[src/rtl/fetch_stage.sv]
// fetch_stage: instruction-fetch stage of the RISC-V core.
// Holds the PC, issues one word fetch at a time to instruction memory and
// writes each returned word into the IF/ID register that feeds decode.
//
// Ports:
//   clk, rst                  clock, synchronous active-high reset
//   imem_req, imem_addr       fetch strobe (one cycle per fetch) and address (= PC)
//   imem_rvalid, imem_rdata   returned instruction word
//   stall                     decode back-pressure; IF/ID holds its contents
//   redirect_valid/_pc        taken branch/jump from execute; flush and refetch
//   id_valid, id_instr,
//   id_pc, id_pc_plus4        IF/ID register outputs
module fetch_stage #(
    parameter logic [31:0] RESET_PC  = 32'h0000_0000,
    parameter logic [31:0] NOP_INSTR = 32'h0000_0013
) (
    input  logic        clk,
    input  logic        rst,
    output logic        imem_req,
    output logic [31:0] imem_addr,
    input  logic        imem_rvalid,
    input  logic [31:0] imem_rdata,
    input  logic        stall,
    input  logic        redirect_valid,
    input  logic [31:0] redirect_pc,
    output logic        id_valid,
    output logic [31:0] id_instr,
    output logic [31:0] id_pc,
    output logic [31:0] id_pc_plus4
);

    typedef enum logic [1:0] {S_FETCH, S_WAIT, S_HOLD} state_t;

    state_t      r_state;
    logic [31:0] r_pc;
    logic        r_kill;     // outstanding request was overtaken by a redirect
    logic [31:0] r_buf;      // word that arrived while decode was stalled
    logic        r_id_valid;
    logic [31:0] r_id_instr;
    logic [31:0] r_id_pc;
    logic [31:0] r_id_pc_plus4;

    logic [31:0] w_pc_plus4;
    logic [31:0] w_redir_pc;
    logic        w_load;
    logic [31:0] w_load_data;

    assign w_pc_plus4 = r_pc + 32'd4;          // wraps modulo 2^32
    assign w_redir_pc = redirect_pc & ~32'h3;  // word-align the target

    // A new instruction enters IF/ID either straight from memory or from the
    // holding buffer; a redirect in the same cycle always wins.
    always_comb begin
        w_load      = 1'b0;
        w_load_data = imem_rdata;
        if (!redirect_valid && !stall) begin
            if (r_state == S_WAIT && imem_rvalid && !r_kill) begin
                w_load = 1'b1;
            end else if (r_state == S_HOLD) begin
                w_load      = 1'b1;
                w_load_data = r_buf;
            end
        end
    end

    always_ff @(posedge clk) begin
        if (rst) begin
            r_state       <= S_FETCH;
            r_pc          <= RESET_PC;
            r_kill        <= 1'b0;
            r_buf         <= NOP_INSTR;
            r_id_valid    <= 1'b0;
            r_id_instr    <= NOP_INSTR;
            r_id_pc       <= 32'h0;
            r_id_pc_plus4 <= 32'h0;
        end else if (redirect_valid) begin
            // Flush IF/ID even under stall; the buffer is dropped implicitly
            // by leaving HOLD.
            r_pc       <= w_redir_pc;
            r_id_valid <= 1'b0;
            r_id_instr <= NOP_INSTR;
            if (r_state == S_WAIT && !imem_rvalid) begin
                r_kill <= 1'b1;          // stay in WAIT until the stale word drains
            end else begin
                r_kill  <= 1'b0;
                r_state <= S_FETCH;
            end
        end else if (w_load) begin
            r_id_valid    <= 1'b1;
            r_id_instr    <= w_load_data;
            r_id_pc       <= r_pc;
            r_id_pc_plus4 <= w_pc_plus4;
            r_pc          <= w_pc_plus4;
            r_state       <= S_FETCH;
        end else begin
            if (!stall) begin
                r_id_valid <= 1'b0;      // nothing new: insert a bubble
            end
            case (r_state)
                S_FETCH: r_state <= S_WAIT;
                S_WAIT: begin
                    if (imem_rvalid) begin
                        if (r_kill) begin
                            r_kill  <= 1'b0;
                            r_state <= S_FETCH;
                        end else begin
                            // Only reached with stall=1 (else w_load).
                            r_buf   <= imem_rdata;
                            r_state <= S_HOLD;
                        end
                    end
                end
                S_HOLD:  r_state <= S_HOLD;
                default: r_state <= S_FETCH;
            endcase
        end
    end

    assign imem_req    = (r_state == S_FETCH) && !rst;
    assign imem_addr   = r_pc;
    assign id_valid    = r_id_valid;
    assign id_instr    = r_id_instr;
    assign id_pc       = r_id_pc;
    assign id_pc_plus4 = r_id_pc_plus4;

endmodule

[config.mk]
export PLATFORM = sky130hd
export DESIGN_NAME = fetch_stage
export DESIGN_NICKNAME = d
export VERILOG_FILES = /design/src/rtl/fetch_stage.sv
export SDC_FILE = /design/constraint.sdc
export NUM_CORES = 1
export LEC_CHECK = 0
export ABC_CLOCK_PERIOD_IN_PS = 1650
export BUFFER_PORTS_ARGS = -buffer_cell sky130_fd_sc_hd__buf_2
export CAP_MARGIN = 25
export CORE_MARGIN = 5
export CORE_UTILIZATION = 35
export DETAILED_ROUTE_END_ITERATION = 16
export PLACE_DENSITY = 0.59
export SLEW_MARGIN = 0
export SYNTH_ARGS = -nofsm -noshare
export SYNTH_HDL_FRONTEND = slang
export SYNTH_SLANG_ARGS = --single-unit
[constraint.sdc]
create_clock -name clk -period 1.65 [get_ports clk]
set_input_delay 0.33 -clock clk [delete_from_list [all_inputs] [get_ports clk]]
set_output_delay 0.33 -clock clk [all_outputs]
set_load 0.005 [all_outputs]
==> results.md, run 1 <==
* Mapped Cells at 787
* Site Rows at 50
* Input/output buffers at 190
* CTS clock-pin slew for the worst setup and hold paths at 0.06 ns
* Min Tclk post-route at 1.77 ns
* Final hold viol count at 0
* Area leader, netlist: dfxtp_1
* Bufs on Longest Clock Path at 2
* DRT antenna net count at 0
* MaxCap Viol Count at 0
* Routability congestion estimate at 0.776
* Crit-path slowest cell: or4_4
* Avg Cell Area, Syn at 8.49 µm²
* CTS Root Cell: clkbuf_16
* Slew headroom at 60.0%
* Post-route setup TNS at -1.09 ns
* Netlist Area Pre-Place at 0.00668 mm²
* Outcome: finished, violations left
* Vias at 6614
* Setup WS post-layout at -0.123 ns
* Main flop type after synthesis: dfxtp_1
* Most common cell after layout, fill and taps aside: buf_2
* Area after DPL at 0.00861 mm²
* Max stage delay on crit path at 0.52 ns
* Grt ovf at 0
* Final setup viols at 30
* Initial DRC Count at 295
* Highest metal used: met5
* Vias in the first global route at 6262
* CP max FO at 4
* Hold Path Class: in -> reg
* Full die area at 0.0220 mm²
* #FFs+latches synth at 158
* Peak VDD IR at 681 µV
* Die Y at 148 µm
* Drt drc at 0
* Core box area at 0.0188 mm²
* Part of the Yosys area used for sequential elements at 47.3%
* Worst-Skew Late Latency at 0.43 ns
* Cells along the critical path: nand4_1 > or4_4 > o31a_1 > o21ai_2 > a21oi_1
* Area grow syn2layout at 55.4%
* Gr usage total at 19.0%
* CP top delay family: simple AND/OR/NAND/NOR gates
* Worst clock skew at 0.0149 ns
* Highest Clock Rate at 564 MHz
* Fin Hold WS at 0.126 ns
* WL final at 22200 µm
* Initial antenna violation count at 1
* Static Leak at 4.32 nW
* First-pass GRT wire length at 33500 µm
* Synth area leaders: dfxtp_1, nand2_1, a21oi_1, a211oi_1, nor2_1
* Buf/Inv on CP at 0
* Nets at 1141
* WP data arrival at 2.07 ns
* Worst setup SP type: flop
* Kind of critical path: reg -> reg
* Max H-tree Level at 4
* Fin crit share at 107%
* Ant diodes at 0
* Ports at 199
* Number of distinct library cells after synthesis at 57
* Yosys top cell area share at 47.3%
* Die X at 148 µm
* Drt first pass iters at 5
* Worst-Margin Slew at 0.597 ns
* Failing checks: setup timing
* Met3 WL at 1230 µm
* Number of fill cells in the layout at 1724
* WL met1 at 9790 µm
* Pins over their slew limit at 0
* Cts bufs inserted at 17
* Post-DP HPWL at 14500 µm
* Power per cell area at 858 mW/mm²
* Share of layout cells above drive strength 1 at 45.3%
* CTS Sinks at 158
* Asr flop ratio synth at 0%
* WL per Instance at 16.8 µm
* Met2 wire len at 10900 µm
* Worst setup EP type: flop
* CTS tree: yes
* Critical Path RT at 1.94 ns
* Initial Util at 35.6%
* Number of flops mapped to enable cells by yosys at 0
* RSZ-0062 raised after global routing: true
* Synthesis warning total at 0
* Fin area at 0.0104 mm²
* Final Total Pwr at 8.90 mW
* Commonest cells after routing, fill and taps aside: buf_2, nand2_1, dfxtp_1
* Via density at 5.02
* Largest net degree at the start of global routing at 64
* Place WS at -0.194 ns
## logic make-up after synthesis
| family | count (synthesis) | share of synthesized area [%] |
|---|---|---|
| AND/OR/NAND/NOR | 304 | 21.2 |
| AO/OA/AOI/OAI | 184 | 17.2 |
| flip-flops | 158 | 47.3 |
| buffers and inverters | 75 | 5.00 |
| XOR/XNOR | 35 | 4.59 |
| multiplexers | 29 | 4.36 |
| adder cells (fa/ha/maj) | 1 | 0.187 |
| other | 1 | 0.0561 |
## tightest hold or removal path: stages
cell     delay [ns]
buf_2          0.08
nand2_1        0.04
nand3_1        0.06
## stage by stage
step,util [%],std cells
after floorplan,-,792
after global placement,45.9,1251
after detailed placement,45.9,1251
after CTS,50.7,1297
after global routing,55.3,1318
final,55.3,1318
## final timing paths
| path | start | to | slack (ns) | cells after the start |
|---|---|---|---|---|
| worst max-delay path | imem_addr[3] | imem_addr[25] | -0.12 | 5 |
| worst min-delay path | imem_rdata[0] | r_buf[0] | 0.13 | 3 |
| worst max register to register | imem_addr[3] | imem_addr[25] | -0.12 | 5 |
| worst min register to register | id_pc_plus4[30] | id_pc_plus4[30] | 0.45 | 2 |
## flip-flops by register name (all words and copies together), names as in the netlist
name and cells:
imem_addr 30, r_buf 32, id_instr 32, id_valid 1
id_pc_plus4 30, r_kill 1, r_state 2, id_pc 30
## per-layer routing
| layer | up-vias | track usage, % |
|---|---|---|
| met4 | 2 | 5.73 |
| met5 | - | 0 |
| li1 | 3300 | - |
| met2 | 172 | 31.2 |
| met1 | 3117 | 24.8 |
| met3 | 23 | 4.48 |
## Yosys cell counts (2+ instances only)
cell type and n:
nor4_4 3, xor2_1 17, dfxtp_1 158, mux2i_1 28, a22oi_1 6, nand2b_1 3, o221ai_1 5, and4_1 2
nand2_1 161, nor4_1 4, o21ai_0 8, a211oi_1 56, and3_1 9, nor2_2 2, nor3_1 7, nor2_1 76
o22ai_1 9, buf_4 6, clkbuf_1 39, nand4_1 7, a2111oi_0 2, nor4_2 2, a21oi_1 85, nand4_4 2
o211ai_1 3, inv_1 7, buf_2 17, xnor2_1 18, buf_1 4, nand3_1 14
## final cells by class
type | instances | area, µm² | share of cell area, %
Tap cell | 234 | 293 | 2.82
Sequential cell | 158 | 3190 | 30.7
Multi-Input combinational cell | 561 | 3840 | 37.0
Inverter | 7 | 26.3 | 0.253
Timing Repair Buffer | 326 | 2450 | 23.6
Clock buffer | 18 | 429 | 4.13
Clock inverter | 14 | 159 | 1.53
## power by group
group / switching [mW] / internal (mW) / leakage [nW]
Clock: 1.70 / 2.26 / 0.276
Sequential: 0.0715 / 3.91 / 1.29
Combinational: 0.515 / 0.450 / 2.75
Total: 2.28 / 6.62 / 4.32
## what timing repair did
item / in CTS / in global routing
setup endpoints to repair: 91 / 102
pin swaps: 26 / 67
resized for setup: 36 / 135
cloned: 3 / 11
hold endpoints to repair: 0 / 0
hold buffers: 0 / 0
buffers inserted: 11 / 11
Power figures use the tool's default switching activity.
==> run 2, diff against run 1 <==
==> constraint.sdc (replaced) <==
create_clock -name clk -period 1.65 [get_ports clk]
set_input_delay 0.33 -clock clk [delete_from_list [all_inputs] [get_ports clk]]
set_output_delay 0.33 -clock clk [all_outputs]
set_load 0.02 [all_outputs]
==> results.md, run 2 (synthesis gave the netlist of run 1 again) <==
* Outcome: finished, violations left (unchanged)
* Failing checks: setup timing (unchanged)
* Share of layout cells above drive strength 1 at 40.0% (was 45.3%)
* Gr usage total at 18.1% (was 19.0%)
* Number of fill cells in the layout at 1702 (was 1724)
* Final setup viols at 17 (was 30)
* Pins over their slew limit at 0 (unchanged)
* Hold path depth at 3 (unchanged)
* CTS clock-pin slew for the worst setup and hold paths at 0.07 ns (was 0.06 ns)
* Drt first pass iters at 5 (unchanged)
* Placed insts at 1241 (was 1251)
* Peak VDD IR at 692 µV (was 681 µV)
* Vias in the first global route at 6153 (was 6262)
* WL final at 21100 µm (was 22200 µm)
* RSZ-0062 raised after global routing: true (unchanged)
* Max H-tree Level at 4 (unchanged)
* MaxCap Viol Count at 0 (unchanged)
* Crit path to: imem_addr[25] (unchanged)
* Routability congestion estimate at 0.799 (was 0.776)
* Hold Path Class: in -> reg (unchanged)
* DRT antenna net count at 0 (unchanged)
* Setup WS post-layout at -0.0981 ns (was -0.123 ns)
* Worst clock skew at 0.0116 ns (was 0.0149 ns)
* Die X at 148 µm (unchanged)
* Critical Path RT at 1.94 ns (about the same)
* Worst setup SP type: flop (unchanged)
* FF-to-FF End: imem_addr[25] (unchanged)
* CP max FO at 4 (unchanged)
* Nets at 1126 (was 1141)
* Place WS at -0.161 ns (was -0.194 ns)
* Ports at 199 (unchanged)
* Fin crit share at 106% (was 107%)
* Hold_sp: imem_rdata[4] (was imem_rdata[0])
* Site Rows at 50 (unchanged)
* Buf/Inv on CP at 0 (unchanged)
* Post-DP HPWL at 14400 µm (was 14500 µm)
* CP Launch Point: imem_addr[3] (unchanged)
* Worst-Skew Late Latency at 0.43 ns (about the same)
* Cells along the critical path: nand4_1 > or4_4 > o31a_1 > o21ai_2 > a21oi_1 (unchanged)
* CTS Sinks at 158 (unchanged)
* WP data arrival at 2.04 ns (was 2.07 ns)
* Final hold viol count at 0 (unchanged)
* Crit-path slowest cell: or4_4 (unchanged)
* Register-to-register setup slack at -0.1 ns (was -0.12 ns)
* Core box area at 0.0188 mm² (unchanged)
* WL per Instance at 16.2 µm (was 16.8 µm)
* Kind of critical path: reg -> reg (unchanged)
* Vias at 6503 (was 6614)
* Worst setup EP type: flop (unchanged)
* Worst Reg-to-Reg Cells at 5 (unchanged)
* Bufs on Longest Clock Path at 2 (unchanged)
* Commonest cells after routing, fill and taps aside: buf_2, nand2_1, dfxtp_1 (unchanged)
* Max stage delay on crit path at 0.53 ns (was 0.52 ns)
* Hold buffer count at CTS at 0 (unchanged)
* Cts bufs inserted at 17 (unchanged)
* Grt ovf at 0 (unchanged)
* Full die area at 0.0220 mm² (unchanged)
* Min Tclk post-route at 1.75 ns (was 1.77 ns)
* CP Depth at 5 (unchanged)
* Largest net degree at the start of global routing at 71 (was 64)
* Post-route insts no fill at 1303 (was 1318)
* Power per cell area at 893 mW/mm² (was 858 mW/mm²)
* CTS Root Cell: clkbuf_16 (unchanged)
* CP top delay family: simple AND/OR/NAND/NOR gates (unchanged)
* Input/output buffers at 190 (unchanged)
* Highest Clock Rate at 572 MHz (was 564 MHz)
* First-pass GRT wire length at 32300 µm (was 33500 µm)
* CTS tree: yes (unchanged)
* Final Total Pwr at 8.87 mW (was 8.90 mW)
* Most common cell after layout, fill and taps aside: buf_2 (unchanged)
* Initial antenna violation count at 1 (unchanged)
* Initial Util at 35.6% (unchanged)
* Ant diodes at 0 (unchanged)
* Area grow syn2layout at 48.7% (was 55.4%)
* Via density at 4.99 (was 5.02)
* Die Y at 148 µm (unchanged)
* Static Leak at 4.12 nW (was 4.32 nW)
* Crit Reg-Reg Startpoint: imem_addr[3] (unchanged)
* Initial DRC Count at 288 (was 295)
* Drt drc at 0 (unchanged)
## run 2: what timing repair did
action / in CTS / in global routing
gates resized for setup: 16 / 73
gates cloned: 1 / 6
pin swaps: 15 / 58
buffers inserted: 9 / 16
setup endpoints to repair: 32 / 79
## run 2: worst reg2reg max path, stage by stage, from the launching register on
cell and delay [ns]:
dfxtp_4 0.37, nand4_1 0.22, or4_4 0.53, o31a_1 0.28, o21ai_2 0.15, a21oi_1 0.08
## run 2: power by group
group | total [mW] | switching, mW | internal [mW] | leakage, nW
sequential | 3.98 | 0.0702 | 3.91 | 1.29
combinational | 0.985 | 0.568 | 0.417 | 2.55
clock | 3.91 | 1.78 | 2.13 | 0.279
total | 8.87 | 2.41 | 6.46 | 4.12
## run 2: layer usage
| metal | vias up | global-route usage (%) | part of all wire, % |
|---|---|---|---|
| li1 | 3261 | - | - |
| met5 | - | 0 | 0.062 |
| met2 | 185 | 28.9 | 47 |
| met3 | 23 | 4.94 | 6.5 |
| met1 | 3032 | 24.1 | 45 |
| met4 | 2 | 5.31 | 1.6 |
## run 2: metrics by stage
step / cell area (µm²) / utilization (%) / hold slack [ns] / setup TNS [ns]
floorplan: 6820 / - / 0.436 / -0.948
global route: 9930 / 52.9 / 0.128 / -3.30
global placement: 8610 / 45.9 / 0.439 / -1.25
finish: 9930 / 52.9 / 0.124 / -0.675
detailed placement: 8610 / 45.9 / 0.445 / -2.05
CTS: 9350 / 49.8 / 0.110 / -0.787
## run 2: cell type report
| type | count | area, µm² | share of cell area [%] |
|---|---|---|---|
| flip-flops and latches | 158 | 3200 | 32.2 |
| multi-input cells | 559 | 3550 | 35.7 |
| repair buffers | 313 | 2290 | 23.0 |
| well taps | 234 | 293 | 2.95 |
| inverters | 7 | 26.3 | 0.265 |
| clock inverters | 15 | 155 | 1.56 |
| clock buffers | 17 | 425 | 4.28 |
## run 2: how the worst min path moves through the flow
stage / to
3_3_place_gp: id_pc[21]
2_1_floorplan: r_buf[10]
4_1_cts: r_buf[4]
6_report: r_buf[4]
5_1_grt: r_buf[4]
3_5_place_dp: id_pc[19]
